## config.mk

```make
export PLATFORM = sky130hd
export DESIGN_NAME = addsub_share_arbiter_flat
export DESIGN_NICKNAME = d
export VERILOG_FILES = /design/src/rtl/addsub_share_arbiter_if.sv /design/src/rtl/addsub_share_arbiter.sv /design/src/flat_wrapper.sv
export SDC_FILE = /design/constraint.sdc
export NUM_CORES = 1
export LEC_CHECK = 0
export ABC_AREA = 1
export CAP_MARGIN = 5
export CORE_MARGIN = 3
export CORE_UTILIZATION = 50
export CTS_CLUSTER_SIZE = 14
export DETAILED_ROUTE_END_ITERATION = 16
export HOLD_SLACK_MARGIN = 0.15
export PLACE_DENSITY = 0.85
export SYNTH_ARGS = -nofsm -noshare
export SYNTH_HDL_FRONTEND = slang
export SYNTH_SLANG_ARGS = --single-unit
```

## constraint.sdc

```tcl
create_clock -name i_clk -period 4.9 [get_ports i_clk]
set_clock_uncertainty 0.2 [all_clocks]
set_input_delay 0.735 -clock i_clk [delete_from_list [all_inputs] [get_ports i_clk]]
set_output_delay 0.735 -clock i_clk [all_outputs]
set_load 0.01 [all_outputs]
```

## src/rtl/addsub_share_arbiter_if.sv

```systemverilog
// Request/response bundle between two requesters (A, B) and the shared
// add/sub arbiter.
//   req_*/x_*/y_*/sel_*  : operation request and operands, per requester
//   ack_*                : combinational accept, only in IDLE
//   rsp_valid_*/ready_*  : per-requester result handshake
//   rsp_sum/cout/ovf     : shared result bus
//   busy, op_count       : status
interface addsub_share_arbiter_if #(
  parameter int unsigned CNT_W = 8
);
  logic             req_a;
  logic             req_b;
  logic [5:0]       x_a;
  logic [5:0]       y_a;
  logic [5:0]       x_b;
  logic [5:0]       y_b;
  logic             sel_a;
  logic             sel_b;
  logic             ack_a;
  logic             ack_b;
  logic             rsp_valid_a;
  logic             rsp_valid_b;
  logic             rsp_ready_a;
  logic             rsp_ready_b;
  logic [5:0]       rsp_sum;
  logic             rsp_cout;
  logic             rsp_ovf;
  logic             busy;
  logic [CNT_W-1:0] op_count;

  // Arbiter side
  modport slave (
    input  req_a, req_b, x_a, y_a, x_b, y_b, sel_a, sel_b,
    input  rsp_ready_a, rsp_ready_b,
    output ack_a, ack_b, rsp_valid_a, rsp_valid_b,
    output rsp_sum, rsp_cout, rsp_ovf, busy, op_count
  );

  // Requester side
  modport master (
    output req_a, req_b, x_a, y_a, x_b, y_b, sel_a, sel_b,
    output rsp_ready_a, rsp_ready_b,
    input  ack_a, ack_b, rsp_valid_a, rsp_valid_b,
    input  rsp_sum, rsp_cout, rsp_ovf, busy, op_count
  );
endinterface

```

## src/rtl/addsub_share_arbiter.sv

```systemverilog
// Shares one 6-bit add/subtract unit between requesters A and B.
// Arbitrates (round-robin when FAIR=1, A-priority when FAIR=0), captures the
// winner's operands, computes in EXEC, and holds the result in RESP until
// the owner accepts it. Counts completed response transfers.
//   i_clk   : rising-edge clock
//   i_rst_n : synchronous active-low reset
//   bus     : request/response bundle (slave side)
module addsub_share_arbiter #(
  parameter bit          FAIR  = 1'b1,
  parameter int unsigned CNT_W = 8
) (
  input  logic                  i_clk,
  input  logic                  i_rst_n,
  addsub_share_arbiter_if.slave bus
);

  localparam int unsigned DW  = 6;
  localparam int unsigned DW1 = DW + 1;

  typedef enum logic [1:0] {
    S_IDLE = 2'd0,
    S_EXEC = 2'd1,
    S_RESP = 2'd2
  } state_t;

  state_t           r_state;
  state_t           w_next_state;
  logic             r_last_b;   // 1: most recent grant went to B
  logic             r_owner_b;  // 1: current operation belongs to B
  logic [DW-1:0]    r_x;
  logic [DW-1:0]    r_y;
  logic             r_sel;
  logic [DW-1:0]    r_sum;
  logic             r_cout;
  logic             r_ovf;
  logic [CNT_W-1:0] r_count;

  logic             w_grant_b;
  logic             w_ack_a;
  logic             w_ack_b;
  logic             w_xfer;
  logic [DW-1:0]    w_y_eff;
  logic [DW-1:0]    w_low;
  logic [DW:0]      w_full;

  // Winner selection; a tie under FAIR goes to whoever was not granted last
  always_comb begin
    w_grant_b = 1'b0;
    if (bus.req_a && bus.req_b) begin
      w_grant_b = FAIR ? !r_last_b : 1'b0;
    end else begin
      w_grant_b = bus.req_b;
    end
  end

  // Add/sub datapath: subtract is x + ~y + 1.
  // w_low isolates the carry into the MSB for the overflow flag.
  assign w_y_eff = r_y ^ {DW{r_sel}};
  assign w_low   = {1'b0, r_x[DW-2:0]} + {1'b0, w_y_eff[DW-2:0]} + DW'(r_sel);
  assign w_full  = {1'b0, r_x} + {1'b0, w_y_eff} + DW1'(r_sel);

  // Next-state and handshake decode
  always_comb begin
    w_next_state = r_state;
    w_ack_a      = 1'b0;
    w_ack_b      = 1'b0;
    w_xfer       = 1'b0;
    case (r_state)
      S_IDLE: begin
        if (bus.req_a || bus.req_b) begin
          w_ack_a      = !w_grant_b;
          w_ack_b      = w_grant_b;
          w_next_state = S_EXEC;
        end
      end
      S_EXEC: begin
        w_next_state = S_RESP;
      end
      S_RESP: begin
        w_xfer = r_owner_b ? bus.rsp_ready_b : bus.rsp_ready_a;
        if (w_xfer) begin
          w_next_state = S_IDLE;
        end
      end
      default: begin
        w_next_state = S_IDLE;
      end
    endcase
  end

  // State, operand, result and counter registers
  always_ff @(posedge i_clk) begin
    if (!i_rst_n) begin
      r_state   <= S_IDLE;
      r_last_b  <= 1'b1;
      r_owner_b <= 1'b0;
      r_x       <= '0;
      r_y       <= '0;
      r_sel     <= 1'b0;
      r_sum     <= '0;
      r_cout    <= 1'b0;
      r_ovf     <= 1'b0;
      r_count   <= '0;
    end else begin
      r_state <= w_next_state;
      case (r_state)
        S_IDLE: begin
          if (bus.req_a || bus.req_b) begin
            r_owner_b <= w_grant_b;
            r_last_b  <= w_grant_b;
            r_x       <= w_grant_b ? bus.x_b   : bus.x_a;
            r_y       <= w_grant_b ? bus.y_b   : bus.y_a;
            r_sel     <= w_grant_b ? bus.sel_b : bus.sel_a;
          end
        end
        S_EXEC: begin
          r_sum  <= w_full[DW-1:0];
          r_cout <= w_full[DW];
          r_ovf  <= w_low[DW-1] ^ w_full[DW];
        end
        S_RESP: begin
          if (w_xfer) begin
            r_count <= r_count + CNT_W'(1);
          end
        end
        default: begin
        end
      endcase
    end
  end

  assign bus.ack_a       = w_ack_a;
  assign bus.ack_b       = w_ack_b;
  assign bus.rsp_valid_a = (r_state == S_RESP) && !r_owner_b;
  assign bus.rsp_valid_b = (r_state == S_RESP) && r_owner_b;
  assign bus.rsp_sum     = r_sum;
  assign bus.rsp_cout    = r_cout;
  assign bus.rsp_ovf     = r_ovf;
  assign bus.busy        = (r_state != S_IDLE);
  assign bus.op_count    = r_count;

endmodule

```

## src/flat_wrapper.sv

```systemverilog
// flat-port wrapper written by rule: the top's interface ports become plain ports
module addsub_share_arbiter_flat 
#(
  parameter bit          FAIR  = 1'b1,
  parameter int unsigned CNT_W = 8
)
  (i_clk, i_rst_n, bus_req_a, bus_req_b, bus_x_a, bus_y_a, bus_x_b, bus_y_b, bus_sel_a, bus_sel_b, bus_rsp_ready_a, bus_rsp_ready_b, bus_ack_a, bus_ack_b, bus_rsp_valid_a, bus_rsp_valid_b, bus_rsp_sum, bus_rsp_cout, bus_rsp_ovf, bus_busy, bus_op_count);
  addsub_share_arbiter_if #(.CNT_W(CNT_W)) bus_i ();
  input  logic i_clk;
  input  logic i_rst_n;
  input wire logic [$bits(bus_i.req_a)-1:0] bus_req_a;
  input wire logic [$bits(bus_i.req_b)-1:0] bus_req_b;
  input wire logic [$bits(bus_i.x_a)-1:0] bus_x_a;
  input wire logic [$bits(bus_i.y_a)-1:0] bus_y_a;
  input wire logic [$bits(bus_i.x_b)-1:0] bus_x_b;
  input wire logic [$bits(bus_i.y_b)-1:0] bus_y_b;
  input wire logic [$bits(bus_i.sel_a)-1:0] bus_sel_a;
  input wire logic [$bits(bus_i.sel_b)-1:0] bus_sel_b;
  input wire logic [$bits(bus_i.rsp_ready_a)-1:0] bus_rsp_ready_a;
  input wire logic [$bits(bus_i.rsp_ready_b)-1:0] bus_rsp_ready_b;
  output wire logic [$bits(bus_i.ack_a)-1:0] bus_ack_a;
  output wire logic [$bits(bus_i.ack_b)-1:0] bus_ack_b;
  output wire logic [$bits(bus_i.rsp_valid_a)-1:0] bus_rsp_valid_a;
  output wire logic [$bits(bus_i.rsp_valid_b)-1:0] bus_rsp_valid_b;
  output wire logic [$bits(bus_i.rsp_sum)-1:0] bus_rsp_sum;
  output wire logic [$bits(bus_i.rsp_cout)-1:0] bus_rsp_cout;
  output wire logic [$bits(bus_i.rsp_ovf)-1:0] bus_rsp_ovf;
  output wire logic [$bits(bus_i.busy)-1:0] bus_busy;
  output wire logic [$bits(bus_i.op_count)-1:0] bus_op_count;
  assign bus_i.req_a = bus_req_a;
  assign bus_i.req_b = bus_req_b;
  assign bus_i.x_a = bus_x_a;
  assign bus_i.y_a = bus_y_a;
  assign bus_i.x_b = bus_x_b;
  assign bus_i.y_b = bus_y_b;
  assign bus_i.sel_a = bus_sel_a;
  assign bus_i.sel_b = bus_sel_b;
  assign bus_i.rsp_ready_a = bus_rsp_ready_a;
  assign bus_i.rsp_ready_b = bus_rsp_ready_b;
  assign bus_ack_a = bus_i.ack_a;
  assign bus_ack_b = bus_i.ack_b;
  assign bus_rsp_valid_a = bus_i.rsp_valid_a;
  assign bus_rsp_valid_b = bus_i.rsp_valid_b;
  assign bus_rsp_sum = bus_i.rsp_sum;
  assign bus_rsp_cout = bus_i.rsp_cout;
  assign bus_rsp_ovf = bus_i.rsp_ovf;
  assign bus_busy = bus_i.busy;
  assign bus_op_count = bus_i.op_count;
  addsub_share_arbiter #(.FAIR(FAIR), .CNT_W(CNT_W)) u_core (.i_clk(i_clk), .i_rst_n(i_rst_n), .bus(bus_i));
endmodule
```

==> results.md <==
- Layout cell share with drive strength beyond 1: 4.52%
- Layout Nets: 349
- CP required: 3.96 ns
- H-tree Lvls: 2
- Row Count: 20
- Post-Synth Adder-Cell Area: 6.09%
- Initial antenna violation count: 0
- Die area: 4280 um2
- Final Setup Violations: 0
- Ant diodes: 0
- Critical path type: input port to output pin
- Core ar.: 3200 um2
- Total number of vias: 1,783
- Crit path to: bus_ack_a
- FMAX: 287 MHz
- RSZ-0062 raised after global routing: no
- Reg-to-reg startpoint: u_core.r_sel
- Worst Hold Class: flip-flop to flip-flop
- Syn avg cell area: 6.84 um2
- DR WL/cell: 11.5 um
- Filler Cell Count: 288
- Yosys reg bits: 33
- Yosys cell types: 25
- Post-place setup slack: 1.42 ns
- Final Critical Period: 3.48 ns
- Post-route ant nets: 0
- Placed Area: 2300 um2
- RR Endpoint: u_core.bus.rsp_ovf
- Clk buf depth: 2
- R2R Setup Slk: 2.82 ns
- Slew Limit Fails: 0
- Tot GR Track Use: 21.7%
- Reg clk slew, reported paths: 0.11 ns
- Vias in the first global route: 1,699
- Slew HR: 41.4%
- CTS resizes: 0
- Leakage power: 1.07 nW
- DR pass1 iterations: 4
- Launch point of the worst path: bus_req_b
- Synth Net Count: 298
- Final HPWL DP: 3140 um
- Tcrit/Tclk final: 71.1%
- P&R area growth vs syn: 34.1%
- Final hold violation count: 0
- Total chip power: 0.681 mW
- Complex-gate fraction of the synthesized area: 12.4%
- R2R cell count: 10
- Worst Path Max Fanout: 17
- Outcome: complete, no violations
- Final WL: 4080 um
- CTS tree: built
- # IOs: 53
- CTS Root Cell: clkbuf_4
- Initial core utilization: 55.1%
- Die W: 65.4 um
- Clk sinks: 33
- Final worst slack: 1.42 ns
- First-pass GRT wire length: 7200 um
- Die Height: 65.4 um
- Post-synthesis cell area: 1770 um2
- WP data arrival: 2.55 ns
- Final GP Congestion: 0.920
- Clk Latency, worst-skew pair: 0.34 ns
- CTS Buf Count: 5
- Final instance area: 2370 um2
- Setup_tns: 0 ns
- CP Launch Type: input port
- Total grt overflow: 0
- Crit end category: output pin
- Postcts setup bufs: 0
- Largest family of logic cells by synthesized area: simple AND/OR/NAND/NOR gates
- Vias/cell: 5.04
- Max cap viols: 0
- Initial DRC Count: 89
- Port Buf Inserts: 52
- Xor-xnor portion of the synthesized cell area: 4.46%
- VDD IR max: 211 uV
- Mux share of post-synthesis cell area: 0%
- Cts hold-fix bufs: 0
- P per Cell Area: 288 nW/um2
- Sequential element share of the synthesized area: 37.4%
- Drt drc: 0
- Gate Count Post-Synth: 258
- Yosys warnings: 0
- Largest net degree at the start of global routing: 24
- Worst Tran Pin Value: 0.875 ns
- Simple-Gate Fraction of Synth Area: 30.8%
-- cells in the final DEF (no fill, tap or decap), drive strengths merged --
master         count
a21oi             12
inv               30
o21a               2
clkdlybuf4s50     52
clkbuf             7
xor2               7
xnor2              2
dfxtp             33
ha                 7
nor2              28
o21ai              8
nand3             12
nand4              2
nand2             90
nor3               2
fa                 1
o211ai             1
clkinv             1
a31oi             13
-- worst min-delay path by stage --
stage / from / end / slack (ns) / depth (start not counted)
2_1_floorplan: u_core.r_last_b / u_core.r_last_b / 0.24 / 2
3_3_place_gp: u_core.bus.rsp_cout / u_core.bus.rsp_cout / 0.28 / 2
3_5_place_dp: u_core.bus.op_count[7] / u_core.bus.op_count[7] / 0.29 / 2
4_1_cts: u_core.bus.op_count[7] / u_core.bus.op_count[7] / 0.31 / 2
5_1_grt: u_core.bus.op_count[7] / u_core.bus.op_count[7] / 0.34 / 2
6_report: u_core.bus.op_count[7] / u_core.bus.op_count[7] / 0.30 / 2
-- stage by stage --
stage	hold WS [ns]	instances	utilization, %
floorplan	0.242	258	-
global placement	0.280	346	71.7
detailed placement	0.294	346	71.7
CTS	0.311	354	73.9
global route	0.335	354	73.9
finish	0.304	354	73.9
-- layout make-up --
cell class | instances | area, um2 | area share, %
multi-input cells | 187 | 948 | 40.1
flip-flops and latches | 33 | 661 | 27.9
clock inverters | 1 | 5.00 | 0.211
repair buffers | 52 | 520 | 22.0
well taps | 44 | 55.1 | 2.33
clock buffers | 7 | 65.1 | 2.75
inverters | 30 | 113 | 4.76
-- sequential cells by signal, indices dropped and copies added, names as in the netlist --
register,cells
u_core.bus.op_count,8
u_core.bus.rsp_sum,6
u_core.r_x,6
u_core.r_y,6
u_core.r_state,2
u_core.bus.rsp_cout,1
u_core.bus.rsp_ovf,1
u_core.r_last_b,1
u_core.r_owner_b,1
u_core.r_sel,1
-- where the power goes --
part / internal, mW / leakage, nW / total (mW) / switching, mW
combinational: 0.0924 / 0.761 / 0.196 / 0.104
sequential: 0.291 / 0.271 / 0.310 / 0.0187
clock: 0.0831 / 0.0413 / 0.175 / 0.0918
-- per-layer routing --
layer | global-route usage (%) | routed length, um | up-vias
li1 | - | - | 920
met1 | 24.0 | 1790 | 801
met5 | 0 | 0 | -
met2 | 39.1 | 1960 | 56
met3 | 6.67 | 276 | 6
met4 | 6.99 | 50 | 0
-- Yosys cell counts --
cell | count | area [um2]
nand2_1 | 89 | 334
nor3_2 | 1 | 10.0
inv_1 | 30 | 113
o21ai_2 | 1 | 8.76
nand2_2 | 1 | 6.26
nor2_2 | 1 | 6.26
dfxtp_1 | 33 | 661
nand3_1 | 12 | 60.1
nor2_1 | 26 | 97.6
xor2_1 | 7 | 61.3
nor3_1 | 1 | 5.00
ha_1 | 7 | 87.6
xnor2_1 | 2 | 17.5
o211ai_1 | 1 | 7.51
buf_2 | 2 | 10.0
a31oi_1 | 13 | 81.3
clkbuf_1 | 3 | 11.3
o21ai_0 | 7 | 35.0
a21oi_4 | 1 | 16.3
fa_1 | 1 | 20.0
nor2_4 | 1 | 11.3
nand4_1 | 2 | 12.5
buf_4 | 3 | 22.5
o21a_1 | 2 | 15.0
a21oi_1 | 11 | 55.1
-- worst max-delay path: stages --
cell	delay [ns]
clkdlybuf4s50_1	0.49
o21ai_2	0.62
a21oi_4	0.17
clkdlybuf4s50_1	0.53
-- cells by family (layout without fill, tap and decap cells) --
logic type                 Yosys count  after routing
and+or+nand+nor                    134            134
adders and majority gates            8              8
AOI/OAI and AO/OA                   36             36
DFF                                 33             33
buffers and inverters               38             90
xor gates and xnor gates             9              9
(Power assumes the default switching activity.)
